<file path="src/rtl/rr_arbiter.sv">
// rr_arbiter: eight-way round-robin arbiter with hold-until-release grants and a hold timeout.
module rr_arbiter #(
    parameter int N        = 8,
    parameter int HOLD_MAX = 16,
    parameter int CNTW     = 8
) (
    input  logic         clk,
    input  logic         rst,
    input  logic [N-1:0] req,
    input  logic         en,
    input  logic         done,
    output logic [N-1:0] gnt,
    output logic [2:0]   gnt_idx,
    output logic         gnt_vld,
    output logic         any_req,
    output logic         timeout
);
    typedef enum logic {IDLE, GRANT} state_t;
    state_t            state, state_n;
    logic [N-1:0]      gnt_n;
    logic [2:0]        idx_n, last, last_n, sel;
    logic [CNTW-1:0]   cnt, cnt_n;
    logic              to_n, found, expire, drop, rel;
    assign any_req = en && |req;
    assign gnt_vld = state == GRANT;
    assign expire  = cnt == CNTW'(HOLD_MAX - 1);
    assign drop    = done || !req[gnt_idx] || !en;
    assign rel     = drop || expire;
    // Scan starts just after the last owner, so it lands on itself only if nobody else asks.
    always_comb begin
        sel   = '0;
        found = 1'b0;
        for (int i = 1; i <= N; i++) begin
            if (!found && req[3'(last + 3'(i))]) begin
                sel   = 3'(last + 3'(i));
                found = 1'b1;
            end
        end
    end
    always_comb begin
        state_n = state;
        gnt_n   = gnt;
        idx_n   = gnt_idx;
        last_n  = last;
        cnt_n   = cnt;
        to_n    = 1'b0;
        if (state == IDLE) begin
            if (any_req) begin
                state_n = GRANT;
                gnt_n   = N'(1) << sel;
                idx_n   = sel;
                cnt_n   = '0;
            end
        end else if (rel) begin
            state_n = IDLE;
            gnt_n   = '0;
            idx_n   = '0;
            last_n  = gnt_idx;
            cnt_n   = '0;
            to_n    = !drop;
        end else begin
            cnt_n = cnt + 1'b1;
        end
    end
    always_ff @(posedge clk) begin
        if (rst) begin
            state   <= IDLE;
            gnt     <= '0;
            gnt_idx <= '0;
            last    <= 3'd7;
            cnt     <= '0;
            timeout <= 1'b0;
        end else begin
            state   <= state_n;
            gnt     <= gnt_n;
            gnt_idx <= idx_n;
            last    <= last_n;
            cnt     <= cnt_n;
            timeout <= to_n;
        end
    end
endmodule
</file>
<file path="config.mk">
export PLATFORM = sky130hd
export DESIGN_NAME = rr_arbiter
export DESIGN_NICKNAME = d
export VERILOG_FILES = /design/src/rtl/rr_arbiter.sv
export SDC_FILE = /design/constraint.sdc
export NUM_CORES = 1
export LEC_CHECK = 0
export ABC_AREA = 1
export BUFFER_PORTS_ARGS = -buffer_cell sky130_fd_sc_hd__buf_2
export CORE_MARGIN = 2
export CORE_UTILIZATION = 60
export CTS_CLUSTER_SIZE = 30
export DETAILED_ROUTE_END_ITERATION = 12
export PLACE_DENSITY = 0.83
export SETUP_SLACK_MARGIN = 0.2
export SYNTH_ARGS = -nofsm -noshare
export SYNTH_HDL_FRONTEND = slang
export SYNTH_SLANG_ARGS = --single-unit
</file>
<file path="constraint.sdc">
create_clock -name clk -period 3.9 [get_ports clk]
set_input_delay 0.975 -clock clk [delete_from_list [all_inputs] [get_ports clk]]
set_output_delay 0.975 -clock clk [all_outputs]
set_load 0.005 [all_outputs]
</file>
* Word level (Yosys, flattened, before mapping)
Index checks and enable logic that the tools add are counted.
Operators by class: add/subtract/negate cells 8, $mul 0, divide/modulo/power cells 0, magnitude comparators 9, equality and inequality tests 2, shift operators 1, multiplexer cells 45, bitwise operators 2, reduce and logical (&&, ||, !) cells 26
Operators by type and width (count):
- $mux W8 | 6
- $lt A3 B4 Y1 const B | 9
- $mux W3 | 11
- $bmux W1 S3 | 9
- $mux W1 | 19
- $add A3 B3 Y3 const B | 4
- $logic_not A1 Y1 | 10
- $add A8 B1 Y8 const B | 1
- $eq A8 B4 Y1 const B | 1
- $logic_and A1 B1 Y1 | 8
- $reduce_or A8 Y1 | 1
- $shl A1 B3 Y8 const A | 1
- $add A3 B2 Y3 const B | 2
- $reduce_and A2 Y1 | 2
- $add A3 B1 Y3 const B | 1
- $logic_or A1 B1 Y1 | 3
- $reduce_or A3 Y1 | 1
- $ne A2 B1 Y1 const B | 1
- $not A1 Y1 | 2
- $reduce_bool A2 Y1 | 1
Word-level totals: register bits after elaboration 24, latch bits 0, bits in writable memories 0, bits in read-only memories 0, bits of input ports 12, output and inout port bits 14, word-level logic and storage cells 99, memories 0

* Depth between registers and ports, before layout
Gate-level depths: netlist of the first run.
depth in word-level cells 28, gate-level depth with buffers 20, gate-level depth less buffers 18

* Worst setup path before layout of the first run
No wires, ideal clock.
path kind flip-flop to flip-flop, start register last[0], end register gnt[6], library setup time 131 ps, arrival 2250 ps, data required time 3769 ps, slack 1519 ps, cell stages (with the launch flop) 19, buffers on the path 2, clock period less this slack 2381 ps, cell sequence dfxtp_1 -> inv_2 -> buf_6 -> ha_1 -> buf_2 -> inv_1 -> nand3_2 -> nand3_2 -> nand2_4 -> nor2_8 -> nand4_4 -> nor2_4 -> nand3_2 -> nand2_2 -> nand2_1 -> nand2_1 -> nor2_1 -> nor2_1 -> nor2_1
On the way: word-level cells in the longest chain between the ends 28, elaborated cells on any way between the ends 55, classes of those cells add/sub: 7; shift: 1; mux: 33; reduce/logical: 14
RTL lines:
- from (decl) | line 21 | logic [2:0] idx_n, last, last_n, sel;
- from (signal assigned) | line 77 | last <= last_n;
- $add A3 B1 Y3 | line 34, 35
- $bmux W1 S3 | line 34 | if (!found && req[3'(last + 3'(i))]) begin
- $mux W1 (not written as such) | line 34
- $mux W1 | line 34
- $logic_not A1 Y1 | line 34
- $logic_and A1 B1 Y1 | line 34
- $mux W1 | line 34
- $logic_not A1 Y1 | line 34
- [12 not listed]
- $logic_and A1 B1 Y1 | line 34
- $mux W1 | line 34
- $logic_not A1 Y1 | line 34
- $logic_and A1 B1 Y1 | line 34
- $mux W3 * | line 34
- $shl A1 B3 Y8 * | line 50 | gnt_n = N'(1) << sel;
- $mux W8 * | line 48 | if (any_req) begin
- $mux W8 * | line 47 | if (state == IDLE) begin
- to (signal assigned) | line 75 | gnt <= gnt_n;
- to (decl) | line 12 | output logic [N-1:0] gnt,
Every way passes the cells marked *; elsewhere a longest branch is shown, timed or not. The select of a mux whose other input is x is not followed. A chain may end at the register's enable or synchronous reset.

* Worst setup path after layout of the first run
start register last[1], end register gnt[7]
Same word-level chain as after synthesis.

==> results of run 1 <==
## stage by stage
stage                     setup slack [ps]  cells  total power [mW]
after global routing                   721    376              1.01
after global placement                1090    372             0.753
after CTS                              985    376             0.939
after floorplan                       1520    309             0.670
final                                  966    376             0.937
after detailed placement              1020    372             0.759
## cell usage after synthesis (7+ instances only)
cell,number
nand2_1,86
nand3_1,29
nand2_2,11
inv_1,29
inv_2,7
dfxtp_1,24
nand3_2,16
nor2_1,40
a21oi_1,15
## state kept, by name, indices dropped and copies added (netlist names)
register / cells
cnt: 8
gnt_idx: 3
last: 3
timeout: 1
gnt: 8
gnt_vld: 1
## final cells by class
cell class | count | area, sq um | area share
timing repair buffer | 26 | 133 | 0.0607
multi-input combinational | 242 | 1330 | 0.608
sequential | 24 | 480 | 0.220
clock buffer | 3 | 22.5 | 0.0103
clock inverter | 1 | 30.0 | 0.0137
tap | 44 | 55.1 | 0.0252
inverter | 36 | 135 | 0.0619
## cell usage in the layout, fill, tap and decap left out, types with 7 or more instances in the layout
master    n
a21oi_1  15
buf_2    25
dfxtp_1  24
inv_1    29
inv_2     7
nand2_1  86
nand2_2  11
nand3_1  29
nand3_2  16
nor2_1   40
## worst max path at each step
| stage | start | cells after the start | endpoint |
|---|---|---|---|
| global route | last[1] | 15 | gnt[4] |
| global placement | req[6] | 4 | any_req |
| detailed placement | last[1] | 15 | gnt[7] |
| CTS | last[1] | 15 | gnt[7] |
| floorplan | last[0] | 18 | gnt[6] |
| finish | last[1] | 16 | gnt[7] |
## logic make-up (layout without fill, tap and decap cells)
| kind of cell | after synthesis | in the layout |
|---|---|---|
| and+or+nand+nor | 200 | 200 |
| muxes | 1 | 1 |
| buffers and inverters | 43 | 66 |
| AOI/OAI and AO/OA | 33 | 33 |
| DFF | 24 | 24 |
| xor gates and xnor gates | 5 | 5 |
| adders and majority gates | 3 | 3 |
## where the power goes
| part | total [mW] | switching (mW) | internal [mW] |
|---|---|---|---|
| Sequential | 0.290 | 0.0250 | 0.265 |
| Clock | 0.180 | 0.0764 | 0.104 |
| Combinational | 0.467 | 0.310 | 0.157 |
## per-layer routing
metal,track usage,share of wire,wire length (microns),up-vias
li1,-,-,-,1046
met1,0.327,0.46,2020,871
met2,0.427,0.48,2090,51
met3,0.0145,0.038,164,7
met4,0.0973,0.017,72,0
met5,0,0,0,-
## worst max-delay path: stages (launching register included)
cell     delay [ps]
dfxtp_1         600
inv_1           240
ha_1            450
inv_1           200
nand3_2         130
nand3_2         110
nand2_4          90
nor2_8          140
nand4_4         120
nor2_4          200
nand3_2          90
nand2_2         110
nand2_1          60
nand2_1         100
nor2_1           60
nor2_1           80
nor2_1           40
==> flow_summary.toml, run 1 <==
[sta]
fin_crit_sh = 0.752
rsz0062_at_grt = "false"
relSlewSlack = 0.623
worst_pin_slew_ps = 563
tns_ps = 0
drv_slew = 0
fin_skew_ps = 4.00
maxClockFrequency_mhz = 341
finalHoldViolCount = 0
fin_hold_ws_ps = 485
min_period_ps = 2930
setup_viol = 0

[detailed_routing]
drt_first_pass_iters = 4
drcViolationCount = 0
route.final.wire_length_mm = 4.35
drtAntennaViolNets = 0
routed_via_density = 5.25
wl_per_cell_microns = 11.6
vias = 1975
first_iter_violations = 152

[outcome]
status = "finished clean"

[cells_and_area]
syn_to_final_growth_pct = 9.13
n_fill_cell = 301
drive_gt1_frac = 0.244
layout.nets = 348
fin_area_sq_mm = 0.00218
antenna_cells = 0
final_core_util = 0.704

[clocking]
numCtsBuffers = 3
cts_sinks = 24
cts_root_buf = "clkbuf_4"
ctsHtreeMaxLevel = 1
cts_setup_buffers = 0
clock_path_buffers = 2
clk_latency_ps = 320
clkTransAtPathRegs_ps = 130
cts_resized = 0
ctsHoldBuffers = 0
cts_tree = "built"

[global_routing]
antenna_found_initial = 0
grt_max_degree = 20
grt_util_all_layers = 0.248
grt_pass1_wl_mm = 7.20
grt_pass1_vias = 1757
grt_overflow = 0

[power]
p_leak_nw = 1.05
ir_worst_vdd_v = 0.000255
p_per_area_mw_per_mm2 = 429

[logic_synthesis]
ys_ff_latch = 24
synth_xor_area_frac = 0.0294
synth_top_area_share = 0.240
synth_top_area_cell = "dfxtp_1"
synthAdderAreaFrac = 0.0188
yosys_most_used_dff = "dfxtp_1"
avgSynthCellArea_sq_um = 6.48
yosys_warnings = 0
ys_seq_area_frac = 0.240
synth_compound_area_frac = 0.104
synth_area_leaders = "dfxtp_1 (24%), nand2_1 (16%), nand3_2 (8.0%)"
synth_nets = 324
syn_area_sq_mm = 0.00200
async_reset_ff_frac = 0
synth_edf_count = 0
synth-simple-area-share = 0.507
synth_top_family_by_area = "simple AND/OR/NAND/NOR gates"
synth_cells = 309
synth_mux_area_frac = 0.00500
synth_cell_type_count = 37

[worst_setup_path]
r2r_cells = 16
rrSetupSlack_ps = 970
r2r-start = "last[1]"
r2r-end = "gnt[7]"
worstSetupPathType = "flop to flop"
startpoint_type = "flop"
crit_required_ps = 4120
cp-end-kind = "flop"
cp_max_fo = 10
crit_arrival_ps = 3150

[hold_path]
hp-start = "gnt[1]"
hold_depth = 2
min_to = "gnt[1]"
holdCritPathClass = "flop to flop"

[floorplan]
rows = 20
die_y_microns = 61.8
dieWidth_microns = 61.8
initial_core_util = 0.645
ios = 26
core_sq_mm = 0.00310
design.die.area_sq_mm = 0.00381

[flow_run]
drv_cap = 0

[place]
portBuffers = 25
hpwlAfterDp_mm = 3.47
gp_congestion = 0.914
dpl-instance-area_sq_mm = 0.00213
No activity file was read; power rests on OpenSTA's default activity.
==> run 2, diff against run 1 <==
CORE_UTILIZATION = 58   (was 60)
PLACE_DENSITY = 0.81   (was 0.83)
clock period = 2.7 ns   (was 3.9 ns; I/O delays follow)
==> run 2 against run 1 <==
- non-clock buffer count up 6
- largest power group unchanged
- worst setup slack worse by 560 ps
- sequential power up 41%
- sequential share of layout area down 0.51 points
- hold slack better by 3.4 ps
- via count up 1.0%
==> flow_summary.toml, run 2 (synthesis gave the netlist of run 1 again) <==
[outcome]
status = "finished clean"

[global_routing]
grt_overflow = 0
grt_pass1_vias = 1951
grt_util_met3 = 0.0126
grt_util_all_layers = 0.250
use_met2 = 0.453
grt_use_met1 = 0.312
antenna_found_initial = 0
grt_pass1_wl_mm = 8.14
grt_max_degree = 20
top_usage_layer = "met2"

[worst_setup_path]
startpoint_type = "flop"
crit_arrival_ps = 2520
rrSetupSlack_ps = 400
crit_required_ps = 2920
worstSetupPathType = "flop to flop"
cp_max_fo = 7
cp-end-kind = "flop"

[clocking]
cts_sinks = 24
ctsHoldBuffers = 0
clk_latency_ps = 330
cts_tree = "built"
ctsHtreeMaxLevel = 1
cts_root_buf = "clkbuf_4"
numCtsBuffers = 3
clkTransAtPathRegs_ps = 130
cts_setup_buffers = 0
clock_path_buffers = 2

[sta]
drv_slew = 0
tns_ps = 0
setup_viol = 0
min_period_ps = 2300
rsz0062_at_grt = "false"
maxClockFrequency_mhz = 435
fin_crit_sh = 0.851
worst_pin_slew_ps = 566
finalHoldViolCount = 0
fin_skew_ps = 4.01
relSlewSlack = 0.621

[detailed_routing]
first_iter_violations = 72
wl_per_cell_microns = 11.7
route.final.wire_length_mm = 4.49
drtAntennaViolNets = 0
drcViolationCount = 0
routed_via_density = 5.20
drt_first_pass_iters = 5
vias = 1995

[power]
intPower_mw = 0.776
p_leak_nw = 1.08
ir_worst_vdd_v = 0.000518
clkPwrFrac = 0.190
p_sw_frac = 0.438
p_per_area_mw_per_mm2 = 616
p_total_mw = 1.38
combPwrFrac = 0.515
switchingPower_mw = 0.605
pwr-share-seq = 0.295

[cells_and_area]
layout.nets = 354
fin_area_sq_mm = 0.00224
final_common_cell = "nand2_1"
n_fill_cell = 305
final_core_util = 0.672
drive_gt1_frac = 0.266
reg_top3 = "cnt: 8 flops, gnt: 8 flops"
antenna_cells = 0
fin_cells = 384
final_cell_mix = "nand2_1 (86), nor2_1 (40), inv_1 (28), nand3_1 (28), buf_2 (25)"
syn_to_final_growth_pct = 12.0

[place]
dpl-instance-area_sq_mm = 0.00218
portBuffers = 25
gp_congestion = 0.915
placed_cells = 380
hpwlAfterDp_mm = 3.64

[floorplan]
ios = 26
design.die.area_sq_mm = 0.00394
core_sq_mm = 0.00334
dieWidth_microns = 62.8
rows = 21
die_y_microns = 62.8
initial_core_util = 0.600

[flow_run]
drv_cap = 0

[hold_path]
holdCritPathClass = "flop to flop"
==> run 2: timing repair <==
action,4_1_cts,5_1_grt
resized for setup,0,4
setup endpoints to repair,0,2
hold endpoints to repair,0,0
==> run 2: metrics by stage <==
stage	setup slack [ps]	hold WS, ps
floorplan	319	454
global placement	349	461
detailed placement	344	460
CTS	400	485
global route	210	517
finish	402	488
==> run 2: critical path, stage by stage (launching register included) <==
cell     delay (ps)
dfxtp_1         350
inv_1            50
ha_1            300
buf_4           170
nand3_2         110
nand3_2         120
nand2_4          90
nor2_8          140
nand4_4         110
nor2_4          200
nand3_2          90
nand2_2         100
nand2_1          50
nand2_1         110
nor2_1           70
nor2_1           80
nor2_1           40
==> run 2: layout make-up <==
type / instances / area [sq um] / area share
Multi-Input combinational cell: 242 / 1330 / 0.595
Sequential cell: 24 / 482 / 0.215
Timing Repair Buffer: 32 / 181 / 0.0809
Inverter: 36 / 135 / 0.0603
Tap cell: 46 / 57.6 / 0.0257
Clock inverter: 1 / 30.0 / 0.0134
Clock buffer: 3 / 22.5 / 0.0100
==> run 2: final timing paths <==
| check | startpoint | endpoint | cells past startpoint |
|---|---|---|---|
| worst max-delay path | last[1] | gnt[7] | 16 |
| worst max register to register | last[1] | gnt[7] | 16 |
| worst min register to register | gnt[4] | gnt[4] | 2 |
| worst min-delay path | gnt[4] | gnt[4] | 2 |
==> run 2: metal layers <==
metal | up-vias | part of all wire
met4 | 0 | 0.016
met5 | - | 0
met3 | 7 | 0.034
met1 | 889 | 0.47
li1 | 1055 | -
met2 | 44 | 0.48
==> run 2: power groups by stage <==
| stage | logic (mW) | registers, mW | clock network [mW] |
|---|---|---|---|
| 2_1_floorplan | 0.554 | 0.414 | 0 |
| 3_3_place_gp | 0.692 | 0.414 | 0 |
| 3_5_place_dp | 0.699 | 0.415 | 0 |
| 4_1_cts | 0.703 | 0.407 | 0.266 |
| 5_1_grt | 0.794 | 0.413 | 0.276 |
| 6_report | 0.711 | 0.408 | 0.262 |
